[config.mk]
export PLATFORM = sky130hd
export DESIGN_NAME = pq_keccak_round_seq_flat
export DESIGN_NICKNAME = d
export VERILOG_FILES = /design/src/rtl/pq_keccak_round_seq_pkg.sv /design/src/rtl/pq_keccak_round_seq_if.sv /design/src/rtl/pq_keccak_round_seq.sv /design/src/flat_wrapper.sv
export SDC_FILE = /design/constraint.sdc
export NUM_CORES = 1
export LEC_CHECK = 0
export ABC_CLOCK_PERIOD_IN_PS = 4660
export CAP_MARGIN = 20
export CORE_MARGIN = 3
export CORE_UTILIZATION = 38
export DETAILED_ROUTE_END_ITERATION = 8
export GPL_ROUTABILITY_DRIVEN = 0
export PLACE_DENSITY_LB_ADDON = 0.15
export REMOVE_ABC_BUFFERS = 1
export SLEW_MARGIN = 15
export SYNTH_ARGS = -nofsm -noshare
export SYNTH_HDL_FRONTEND = slang
export SYNTH_SLANG_ARGS = --single-unit
[constraint.sdc]
create_clock -name clk -period 4.66 [get_ports clk]
set_clock_uncertainty 0.1 [all_clocks]
set_input_delay 1.398 -clock clk [delete_from_list [all_inputs] [get_ports clk]]
set_output_delay 1.398 -clock clk [all_outputs]
set_load 0.005 [all_outputs]
[src/rtl/pq_keccak_round_seq_pkg.sv]
// Shared types and defaults for the Keccak-f[1600] round sequencer.
// Contents: sequencer state encoding, default round count and round-index width.
// Imported by the sequencer interface and the sequencer module.
package pq_keccak_seq_pkg;

   typedef enum logic [1:0] {KS_IDLE, KS_INIT, KS_ROUND, KS_DONE} keccak_seq_state_t;

   localparam int KECCAK_NUM_ROUNDS = 24;
   localparam int KECCAK_ROUND_W    = 5;

endpackage

[src/rtl/pq_keccak_round_seq_if.sv]
// Handshake/status bundle between the ID stage and the Keccak round sequencer.
// master: decoder/pipeline side (drives start/stall/abort, observes status and strobes).
// slave : sequencer side (consumes start/stall/abort, drives strobes, round index, perf counters).
interface pq_keccak_round_seq_if
   import pq_keccak_seq_pkg::*;
#(
   parameter int ROUND_W = KECCAK_ROUND_W
);

   logic               start_i;
   logic               stall_i;
   logic               abort_i;
   logic               busy_o;
   logic               core_halt_o;
   logic               done_o;
   logic               keccak_rst_o;
   logic               keccak_f_start_o;
   logic [ROUND_W-1:0] keccak_round_o;
   logic [31:0]        perm_count_o;
   logic [31:0]        stall_cycles_o;

   modport master (
      output start_i, stall_i, abort_i,
      input  busy_o, core_halt_o, done_o, keccak_rst_o, keccak_f_start_o,
      input  keccak_round_o, perm_count_o, stall_cycles_o
   );

   modport slave (
      input  start_i, stall_i, abort_i,
      output busy_o, core_halt_o, done_o, keccak_rst_o, keccak_f_start_o,
      output keccak_round_o, perm_count_o, stall_cycles_o
   );

endinterface

[src/rtl/pq_keccak_round_seq.sv]
// Sequences one Keccak-f[1600] instruction into an init strobe plus NUM_ROUNDS round writes.
// Ports: clk, rst_n (async, active-low), sif (slave side: start/stall/abort in; busy,
//   core_halt, done, keccak_rst, keccak_f_start, keccak_round, perf counters out).
// All outputs registered. Optional perf counters enabled by macro PQ_KECCAK_SEQ_PERF_EN.
module pq_keccak_round_seq
   import pq_keccak_seq_pkg::*;
#(
   parameter int NUM_ROUNDS = KECCAK_NUM_ROUNDS,
   parameter int ROUND_W    = KECCAK_ROUND_W
) (
   input  logic                 clk,
   input  logic                 rst_n,
   pq_keccak_round_seq_if.slave sif
);

   localparam logic [ROUND_W-1:0] LAST_RND = ROUND_W'(NUM_ROUNDS - 1);

   keccak_seq_state_t  state_q, state_d;
   logic [ROUND_W-1:0] cnt_q, cnt_d;
   logic               busy_q, busy_d;
   logic               done_q, done_d;
   logic               krst_q, krst_d;
   logic               fstart_q, fstart_d;

   // cnt holds the index of the most recently written round while in ROUND,
   // so a stalled cycle naturally re-presents it with the write enable low.
   always_comb begin
      state_d  = state_q;
      cnt_d    = cnt_q;
      fstart_d = 1'b0;
      if (sif.abort_i) begin
         state_d = KS_IDLE;
      end else begin
         case (state_q)
            KS_IDLE: begin
               if (sif.start_i) state_d = KS_INIT;
            end
            KS_INIT: begin
               // Stalled init simply repeats the (idempotent) init strobe.
               if (!sif.stall_i) begin
                  state_d  = KS_ROUND;
                  cnt_d    = '0;
                  fstart_d = 1'b1;
               end
            end
            KS_ROUND: begin
               // Last round already written: finish even if a stall arrives now.
               if (cnt_q == LAST_RND) begin
                  state_d = KS_DONE;
               end else if (!sif.stall_i) begin
                  cnt_d    = cnt_q + ROUND_W'(1);
                  fstart_d = 1'b1;
               end
            end
            KS_DONE: begin
               state_d = KS_IDLE;
            end
            default: begin
               state_d = KS_IDLE;
            end
         endcase
      end
      // Round index is only meaningful in ROUND; keep it at zero elsewhere.
      if (state_d != KS_ROUND) cnt_d = '0;
      busy_d = (state_d == KS_INIT) || (state_d == KS_ROUND);
      done_d = (state_d == KS_DONE);
      krst_d = (state_d == KS_INIT);
   end

   always_ff @(posedge clk or negedge rst_n) begin
      if (!rst_n) begin
         state_q  <= KS_IDLE;
         busy_q   <= 1'b0;
         done_q   <= 1'b0;
         krst_q   <= 1'b0;
         fstart_q <= 1'b0;
      end else begin
         state_q  <= state_d;
         busy_q   <= busy_d;
         done_q   <= done_d;
         krst_q   <= krst_d;
         fstart_q <= fstart_d;
      end
   end

   always_ff @(posedge clk or negedge rst_n) begin
      if (!rst_n) cnt_q <= '0;
      else        cnt_q <= cnt_d;
   end

   assign sif.busy_o           = busy_q;
   assign sif.core_halt_o      = busy_q;
   assign sif.done_o           = done_q;
   assign sif.keccak_rst_o     = krst_q;
   assign sif.keccak_f_start_o = fstart_q;
   assign sif.keccak_round_o   = cnt_q;

`ifdef PQ_KECCAK_SEQ_PERF_EN
   logic [31:0] perm_cnt_q, perm_cnt_d;
   logic [31:0] stall_cnt_q, stall_cnt_d;

   always_comb begin
      perm_cnt_d  = perm_cnt_q;
      stall_cnt_d = stall_cnt_q;
      if (state_q == KS_DONE) perm_cnt_d = perm_cnt_q + 32'd1;
      if ((state_q == KS_ROUND) && sif.stall_i && (stall_cnt_q != 32'hffff_ffff))
         stall_cnt_d = stall_cnt_q + 32'd1;
   end

   always_ff @(posedge clk or negedge rst_n) begin
      if (!rst_n) begin
         perm_cnt_q  <= '0;
         stall_cnt_q <= '0;
      end else begin
         perm_cnt_q  <= perm_cnt_d;
         stall_cnt_q <= stall_cnt_d;
      end
   end

   assign sif.perm_count_o   = perm_cnt_q;
   assign sif.stall_cycles_o = stall_cnt_q;
`else
   assign sif.perm_count_o   = 32'h0;
   assign sif.stall_cycles_o = 32'h0;
`endif

endmodule

[src/flat_wrapper.sv]
// flat-port wrapper written by rule: the top's interface ports become plain ports
module pq_keccak_round_seq_flat import pq_keccak_seq_pkg::*;
#(
   parameter int NUM_ROUNDS = KECCAK_NUM_ROUNDS,
   parameter int ROUND_W    = KECCAK_ROUND_W
)
  (clk, rst_n, sif_start_i, sif_stall_i, sif_abort_i, sif_busy_o, sif_core_halt_o, sif_done_o, sif_keccak_rst_o, sif_keccak_f_start_o, sif_keccak_round_o, sif_perm_count_o, sif_stall_cycles_o);
  pq_keccak_round_seq_if #(.ROUND_W(ROUND_W)) sif_i ();
  input  logic clk;
  input  logic rst_n;
  input wire logic [$bits(sif_i.start_i)-1:0] sif_start_i;
  input wire logic [$bits(sif_i.stall_i)-1:0] sif_stall_i;
  input wire logic [$bits(sif_i.abort_i)-1:0] sif_abort_i;
  output wire logic [$bits(sif_i.busy_o)-1:0] sif_busy_o;
  output wire logic [$bits(sif_i.core_halt_o)-1:0] sif_core_halt_o;
  output wire logic [$bits(sif_i.done_o)-1:0] sif_done_o;
  output wire logic [$bits(sif_i.keccak_rst_o)-1:0] sif_keccak_rst_o;
  output wire logic [$bits(sif_i.keccak_f_start_o)-1:0] sif_keccak_f_start_o;
  output wire logic [$bits(sif_i.keccak_round_o)-1:0] sif_keccak_round_o;
  output wire logic [$bits(sif_i.perm_count_o)-1:0] sif_perm_count_o;
  output wire logic [$bits(sif_i.stall_cycles_o)-1:0] sif_stall_cycles_o;
  assign sif_i.start_i = sif_start_i;
  assign sif_i.stall_i = sif_stall_i;
  assign sif_i.abort_i = sif_abort_i;
  assign sif_busy_o = sif_i.busy_o;
  assign sif_core_halt_o = sif_i.core_halt_o;
  assign sif_done_o = sif_i.done_o;
  assign sif_keccak_rst_o = sif_i.keccak_rst_o;
  assign sif_keccak_f_start_o = sif_i.keccak_f_start_o;
  assign sif_keccak_round_o = sif_i.keccak_round_o;
  assign sif_perm_count_o = sif_i.perm_count_o;
  assign sif_stall_cycles_o = sif_i.stall_cycles_o;
  pq_keccak_round_seq #(.NUM_ROUNDS(NUM_ROUNDS), .ROUND_W(ROUND_W)) u_core (.clk(clk), .rst_n(rst_n), .sif(sif_i));
endmodule
# Word-level counts from Yosys, hierarchy flattened
# Cells that the tools add are included.
classes:
  addsub: 1
  n_eq_ne: 12
  mux: 15
  n_reduce_logical: 4
op_table:
  columns: ["operator", "n"]
  rows:
  - ["$mux 5", 5]
  - ["$pmux 5 s2", 1]
  - ["$eq 2x2->1 const B", 4]
  - ["$mux 2", 4]
  - ["$pmux 2 s4", 1]
  - ["$ne 3x2->1 const B", 2]
  - ["$add 5x1->5 const B", 1]
  - ["$eq 5x5->1 const B", 1]
  - ["$reduce_and 5->1", 1]
  - ["$eq 2x1->1 const B", 2]
  - ["$mux 1", 3]
  - ["$ne 3x3->1 const B", 1]
  - ["$reduce_bool 3->1", 1]
  - ["$logic_not 2->1", 1]
  - ["$ne 2x1->1 const B", 1]
  - ["$ne 2x2->1 const B", 1]
  - ["$pmux 1 s2", 1]
  - ["$logic_or 1x1->1", 1]
word_totals:
  ff_bits: 11
  inputBits: 5
  output_inout_bits: 74
  elab_cells: 38

# Longest topological paths before layout
# Gate-level depths: netlist (run 1).
logic_depth:
  ltp_word: 7
  depth_mapped: 11
  ltp_nobuf: 11

# Worst setup path after synthesis (run 1)
# OpenSTA, ideal clock, no wires.
synth_path:
  path_type: "input-to-reg"
  startpoint: "in sif_start_i"
  endpoint: "reg u_core.cnt_q[4], in the netlist u_core.sif.keccak_round_o[4]"
  setup_time_ps: 126
  t_arrival_ps: 3191
  required_time_ps: 4434
  setup_slack_ps: 1243
  cell_stages: 9
  path_buffers: 0
  path_cell_list: "nand2_1 nand2_1 a21oi_1 o21a_1 ha_1 a22o_1 a222oi_1 o21ai_2 a221o_1"
synth_between:
  elab_chain_cells: 6
  word_cells_on_any_way: 11
  cone_classes: "eq/ne (5); mux (4); reduce/logical (2)"
synth_lines:
  columns: ["element", "line_no", "rtl"]
  rows:
  - ["start: declaration", "flat_wrapper.sv:11", "input wire logic [$bits(sif_i.start_i)-1:0] sif_start_i;"]
  - ["$mux 2 *", "pq_keccak_round_seq.sv:36", "if (sif.start_i) state_d = KS_INIT;"]
  - ["$pmux 2 s4 *", "pq_keccak_round_seq.sv:34", "case (state_q)"]
  - ["$mux 2 *", "pq_keccak_round_seq.sv:31", "if (sif.abort_i) begin"]
  - ["net u_core.state_d[1]", "pq_keccak_round_seq.sv:18", "keccak_seq_state_t state_q, state_d;"]
  - ["$ne 2x2->1 *", "pq_keccak_round_seq.sv:64", "if (state_d != KS_ROUND) cnt_d = '0;"]
  - ["$ne 3x3->1 (no line) (tied with other cells)", null, null]
  - ["$reduce_and 5->1 (no line)", null, null]
  - ["end signal: assignment", "pq_keccak_round_seq.sv:88", "else cnt_q <= cnt_d;"]
  - ["end: declaration", "pq_keccak_round_seq.sv:19", "logic [ROUND_W-1:0] cnt_q, cnt_d;"]
# Mark *: on every way through the listed nets, which the timed path passes. The rest lies on a longest branch.
# A chain may end at the register's enable or synchronous reset.

# Worst setup path in the final report (run 1)
layout_path:
  startpoint: "in sif_stall_i"
  endpoint: "reg u_core.cnt_q[4], in the netlist u_core.sif.keccak_round_o[4]"
layout_between:
  elab_chain_cells: 6
  word_cells_on_any_way: 11
  cone_classes: "eq/ne (5); mux (4); reduce/logical (2)"
layout_lines:
  columns: ["element", "line_no", "rtl"]
  rows:
  - ["start: declaration", "flat_wrapper.sv:12", "input wire logic [$bits(sif_i.stall_i)-1:0] sif_stall_i;"]
  - ["$mux 2", "pq_keccak_round_seq.sv:40", "if (!sif.stall_i) begin"]
  - ["$pmux 2 s4", "pq_keccak_round_seq.sv:34", null]
  - ["$mux 2", "pq_keccak_round_seq.sv:31", null]
  - ["$ne 2x2->1", "pq_keccak_round_seq.sv:64", null]
  - ["$ne 3x3->1 (no line) (tied with other cells)", null, null]
  - ["$reduce_and 5->1 (no line)", null, null]
# Parallel ways exist; a longest one is shown, timed or not.

==> summary.txt, run 1 <==
Die
  – Initial Util: 40.77%
  – Boundary Pins: 79
  – FP Rows: 19
  – Chip Width: 60.86 um
  – Die area: 0.003704 sq mm
  – Die height: 60.86 um
  – Core box area: 0.002805 sq mm

Logic synthesis
  – Asr flop ratio synth: 100.0%
  – Cell area after synthesis: 0.001144 sq mm
  – EDFF count, synth: 0
  – Yosys top cell area share: 42.67%
  – Avg Cell Area, Syn: 9.005 sq um
  – Count leader, synth: buf_4
  – Synth area leaders: buf_4, dfrtp_1, ha_1
  – Cell type with the largest total area after synthesis: buf_4
  – Top FF cell, synth: dfrtp_1
  – Synthesized instance count: 127
  – Post-synth top cells: buf_4, dfrtp_1, ha_1
  – Yosys reg bits: 11
  – Sequential element share of the synthesized area: 24.07%
  – Synth Warn #: 0
  – Library cells used by synthesis: 31

Setup path
  – Worst path cell trace: clkdlybuf4s50_1, a211o_1, nand2_1, a31o_2, ha_1, a22o_1, a222oi_1, buf_4, o21ai_2, a221o_1
  – Family with the most delay on the worst path: compound AO/OA/AOI/OAI gates
  – Largest stage delay on the critical path: 0.54 ns
  – Crit path DAT: 3.73 ns
  – CP Class: input pin to flip-flop
  – CP startpoint kind: input pin
  – Slowest cell on the critical path: clkdlybuf4s50_1
  – Worst Path Required: 4.71 ns
  – Worst Setup End Kind: flip-flop
  – Worst Path Buf+Inv: 2
  – Max FO, Critical Path: 5

Cells and area
  – Nets: 157
  – Final instance area: 0.001101 sq mm
  – N_diodes: 0
  – Share of cells above drive strength 1: 6.993%
  – Multi-input logic area: 598.1 sq um
  – Area grow syn2layout: -3.720%
  – Seq. cell area: 275.3 sq um
  – Final-layout fill cell count: 301

Pwr
  – Overall Power: 0.2297 mW
  – Peak supply drop: 0.00005667 V
  – Pwr Density: 208.6 mW/mm^2
  – Pleak: 0.6111 nW

Status
  – Status: finished clean

Timing
  – Worst slew margin: 65.30%
  – Hold Violations, Final: 0
  – Tcrit/Tclk final: 78.84%
  – Fin. max-slew vios: 0
  – Tmin final: 3.674 ns
  – Setup violations, final: 0
  – RSZ-0062 raised after global routing: false
  – Final setup margin: 0.9858 ns
  – WHS: 0.4803 ns
  – Measured slew at the worst slew-check pin: 0.5189 ns
  – Final setup TNS: 0 ns
  – Fmax: 272.2 MHz

Route
  – DR WL/cell: 9.856 um
  – Drt first pass iters: 4
  – Vias per inst: 4.092
  – Routed wire length: 1715 um
  – DR vias: 712
  – Initial DRC count: 21
  – DRC: 0
  – Post-DRT Antenna Nets: 0

Placement
  – DP HPWL: 1367 um
  – Post-place setup slack: 0.7073 ns
  – IO Port Bufs: 14
  – Placement Cell Area: 0.001075 sq mm

Min path
  – Worst min path class: flip-flop to flip-flop

Clock network
  – CTS H-tree lvls: 1
  – Setup bufs post-CTS: 0
  – CTS sink count: 11
  – TritonCTS clock tree: yes
  – Number of CTS-inserted buffers: 3
  – Post-CTS sizing: 0
  – CTS max path bufs: 2
  – CTS root buffer: clkbuf_4
  – Worst-path clk slew: 0.07 ns
  – Clock latency on the worst-skew pair: 0.26 ns
  – Hold buffers post-CTS: 0

GRT
  – Tot GR Track Use: 9.387%
  – Initial antenna violation count: 0
  – Pin count of the biggest net entering global routing: 13
  – Via count of the first global-routing pass: 557
  – Total gr overflow: 0
  – First-pass GRT wire length: 2525 um

Flow run
  – Max-cap violations: 0
==> logic make-up after synthesis <==
| family | count (synthesis) | synth area share, % |
|---|---|---|
| buffers and inverters | 70 | 44.31 |
| and+or+nand+nor | 22 | 11.71 |
| AOI/OAI and AO/OA | 12 | 7.987 |
| DFF | 11 | 24.07 |
| adders and majority gates | 8 | 8.753 |
| muxes | 3 | 2.845 |
| other | 1 | 0.3279 |
==> final cells by class <==
type                    count  share of cell area (%)
repair buffers             15                   13.41
clock buffers               4                   2.386
multi-input cells         109                   54.32
well taps                  31                   3.523
flip-flops and latches     11                   25.00
inverters                   4                   1.364
==> registers in the layout, summed over array words and instances, names as in the netlist <==
| name | cells |
|---|---|
| u_core.sif.keccak_round_o | 5 |
| u_core.state_q | 2 |
| u_core.sif.busy_o | 1 |
| u_core.sif.done_o | 1 |
| u_core.sif.keccak_f_start_o | 1 |
| u_core.sif.keccak_rst_o | 1 |
==> cell usage in the layout (no fill, tap or decap), types with 2 or more instances in the layout <==
| cell | synthesis | final |
|---|---|---|
| dfrtp_1 | 11 | 11 |
| a211o_1 | 2 | 2 |
| inv_1 | 4 | 4 |
| conb_1 | 1 | 64 |
| a21oi_1 | 3 | 3 |
| nand2_1 | 6 | 6 |
| mux2_2 | 2 | 2 |
| nor2_1 | 3 | 3 |
| clkdlybuf4s50_1 | 0 | 14 |
| ha_1 | 8 | 8 |
| clkbuf_4 | 0 | 3 |
| nand3_1 | 2 | 2 |
==> stage by stage <==
step / std cells / util [%]
2_1_floorplan: 124 / -
3_3_place_gp: 170 / 38.31
3_5_place_dp: 170 / 38.31
4_1_cts: 174 / 39.25
5_1_grt: 174 / 39.25
6_report: 174 / 39.25
==> worst reg2reg max path, stage by stage (launching register included) <==
cell and delay, ns:
dfrtp_1 0.40, inv_1 0.09, ha_1 0.39, a211o_1 0.15, nand2_1 0.05, a31o_2 0.26, ha_1 0.26, a22o_1 0.24
a222oi_1 0.21, buf_4 0.19, o21ai_2 0.09, a221o_1 0.35
==> report_power, final <==
group	total [mW]	internal [mW]	leakage, nW	switching, mW
Sequential	0.103	0.100	0.150	0.00276
Combinational	0.0609	0.0244	0.446	0.0364
Clock	0.0657	0.0331	0.0150	0.0326
==> worst paths after layout <==
path	startpoint	endpoint	slack [ns]	depth (start not counted)
max in group asynchronous	rst_n	u_core.state_q[1]	2.74	1
min in group asynchronous	rst_n	u_core.sif.keccak_round_o[3]	1.37	1
max	sif_stall_i	u_core.sif.keccak_round_o[4]	0.99	10
min	u_core.sif.keccak_round_o[1]	u_core.sif.keccak_round_o[1]	0.48	1
max reg2reg	u_core.state_q[0]	u_core.sif.keccak_round_o[4]	1.78	11
min reg2reg	u_core.sif.keccak_round_o[1]	u_core.sif.keccak_round_o[1]	0.48	1
==> layer usage <==
metal,vias to the layer above,GRT usage [%],share of wire (%)
met5,-,0,0
met4,0,7.430,1.6
met3,2,1.489,14
met2,55,14.20,45
met1,327,11.75,40
li1,328,-,-
Note: power is estimated with default switching activity, not from simulation.
==> run 2: changes to the inputs <==
ABC_CLOCK_PERIOD_IN_PS = 3500   (was 4660)
CORE_UTILIZATION = 35   (was 38)
clock period = 3.5 ns   (was 4.66 ns; I/O delays follow)
==> summary.txt, run 2 (synthesis results as in run 1) <==
Status
  – Status: finished clean

Cells and area
  – Seq. cell area: 275.3 sq um (unchanged)
  – Fin util: 37.52% (-1.7 points)
  – Final-layout fill cell count: 311 (+3.3%)
  – Max reg flops: 5 (unchanged)
  – Leading cell type in the layout, fill and taps excluded: conb_1
  – Fin cells: 192 (+10%)
  – Nets: 162 (+3.2%)
  – Area grow syn2layout: 0.9849%
  – Most frequent cells in the layout: conb_1, clkdlybuf4s50_1, dfrtp_1
  – N_diodes: 0 (unchanged)
  – Multi-input logic area: 598.1 sq um (unchanged)
  – Share of cells above drive strength 1: 10.14% (+3.1 points)

Pwr
  – Combinational Power Share: 27.4% (+0.9 points)
  – Pwr Density: 270.3 mW/mm^2 (+30%)
  – Sw power: 0.09778 mW (+36%)
  – Net Sw Frac: 31.33% (+0.045 points)
  – Pleak: 0.6375 nW (+4.3%)
  – Share of power burned in registers: 44.0% (-0.9 points)
  – Peak supply drop: 0.00006740 V (+19%)
  – Internal power: 0.2144 mW (+36%)
  – Clock group share of total power: 28.7% (about the same)

Route
  – Routed wire length: 1760 um (+2.6%)
  – Initial DRC count: 12 (-43%)
  – Top routing layer in use: met4
  – DR WL/cell: 9.167 um (-7.0%)
  – DRC: 0 (unchanged)
  – Met3 WL: 213 um (-9.0%)
  – Post-DRT Antenna Nets: 0 (unchanged)
  – Met1 wire length: 671 um (-2.0%)
  – DR vias: 714 (+0.28%)
  – Drt first pass iters: 5 (+1)
  – Vias per inst: 3.719 (-9.1%)
  – Met2 wire len: 832 um (+8.5%)

Setup path
  – Worst Path Required: 3.56 ns (-1.15 ns)
  – CP Class: input pin to flip-flop
  – Max FO, Critical Path: 4 (-1)
  – Worst Setup End Kind: flip-flop
  – CP startpoint kind: input pin
  – Crit path DAT: 3.27 ns (-0.46 ns)

Die
  – Chip Width: 63.16 um (+3.8%)
  – Die height: 63.16 um (+3.8%)
  – Die area: 0.003989 sq mm (+7.7%)
  – Boundary Pins: 79 (unchanged)
  – Initial Util: 37.15% (-3.6 points)
  – Core box area: 0.003078 sq mm (+9.7%)
  – FP Rows: 20 (+1)

GRT
  – Pin count of the biggest net entering global routing: 13 (unchanged)
  – Total gr overflow: 0 (unchanged)
  – First-pass GRT wire length: 2615 um (+3.6%)
  – Initial antenna violation count: 0 (unchanged)
  – Via count of the first global-routing pass: 590 (+5.9%)
  – Tot GR Track Use: 8.555% (-0.83 points)

Clock network
  – CTS sink count: 11 (unchanged)
  – TritonCTS clock tree: yes
  – CTS max path bufs: 2 (unchanged)
  – Worst-path clk slew: 0.07 ns (about the same)
  – Clock latency on the worst-skew pair: 0.27 ns (about the same)
  – Post-CTS sizing: 0 (unchanged)
  – Setup bufs post-CTS: 0 (unchanged)
  – Number of CTS-inserted buffers: 3 (unchanged)
  – CTS root buffer: clkbuf_4
  – CTS H-tree lvls: 1 (unchanged)
  – Hold buffers post-CTS: 0 (unchanged)

Timing
  – Setup violations, final: 0 (unchanged)
  – Tmin final: 3.205 ns
  – RSZ-0062 raised after global routing: false
  – Tcrit/Tclk final: 91.58%
  – Final setup TNS: 0 ns (unchanged)
  – Measured slew at the worst slew-check pin: 0.5040 ns (-0.01494 ns)
  – WHS: 0.4798 ns (-0.0004670 ns)
  – Fmax: 312.0 MHz
  – Worst slew margin: 66.30% (+1.0 points)
  – Fin. max-slew vios: 0 (unchanged)
  – Hold Violations, Final: 0 (unchanged)
  – Final setup margin: 0.2945 ns (-0.6913 ns)

Min path
  – Worst min path class: flip-flop to flip-flop

Placement
  – Post-place setup slack: 0.002575 ns (-0.7047 ns)
  – DP HPWL: 1380 um (+0.96%)
  – IO Port Bufs: 14 (unchanged)
  – Number of placed cells counting well taps: 188 (+11%)

Flow run
  – Max-cap violations: 0 (unchanged)
[run 2: layer usage]
metal | up-vias | track usage [%]
li1 | 337 | -
met2 | 53 | 13.97
met5 | - | 0
met3 | 4 | 2.139
met1 | 320 | 9.451
met4 | 0 | 6.612
[run 2: final cells by class]
type	count	area share (%)
Multi-Input combinational cell	109	51.79
Sequential cell	11	23.84
Timing Repair Buffer	20	16.03
Tap cell	44	4.767
Clock buffer	4	2.275
Inverter	4	1.300
[run 2: through the flow]
stage          total power [mW]  area (sq um)
6_report                 0.3121          1155
5_1_grt                  0.3355          1155
4_1_cts                  0.3125          1155
3_5_place_dp             0.2234          1129
3_3_place_gp             0.2247          1129
2_1_floorplan            0.1880         888.4
[run 2: power by group through the flow]
stage	combinational, mW	clock [mW]	sequential, mW
6_report	0.0854	0.0895	0.137
5_1_grt	0.0978	0.100	0.138
4_1_cts	0.0841	0.0912	0.137
3_5_place_dp	0.0836	0	0.140
3_3_place_gp	0.0848	0	0.140
2_1_floorplan	0.0478	0	0.140
[run 2: worst max-delay path: stages]
cell and delay (ns):
clkdlybuf4s50_1 0.51, a211o_1 0.13, nand2_1 0.05, a31o_2 0.25, ha_1 0.21, a22o_1 0.22
a222oi_1 0.32, o21ai_2 0.16, a221o_1 0.37
[run 2: final timing paths]
path | startpoint | to | slack [ns] | depth (start not counted)
max in group asynchronous | rst_n | u_core.state_q[1] | 1.95 | 1
min | u_core.sif.keccak_round_o[1] | u_core.sif.keccak_round_o[1] | 0.48 | 1
max reg2reg | u_core.state_q[0] | u_core.sif.keccak_round_o[4] | 0.69 | 10
min reg2reg | u_core.sif.keccak_round_o[1] | u_core.sif.keccak_round_o[1] | 0.48 | 1
min in group asynchronous | rst_n | u_core.sif.keccak_round_o[3] | 1.01 | 1
max | sif_stall_i | u_core.sif.keccak_round_o[4] | 0.29 | 9
==> run 3: changes to the inputs <==
HOLD_SLACK_MARGIN = 0.03   (was unset)
==> results of run 3 <==
Final layout, timing and power as in run 2 (identical DEF).
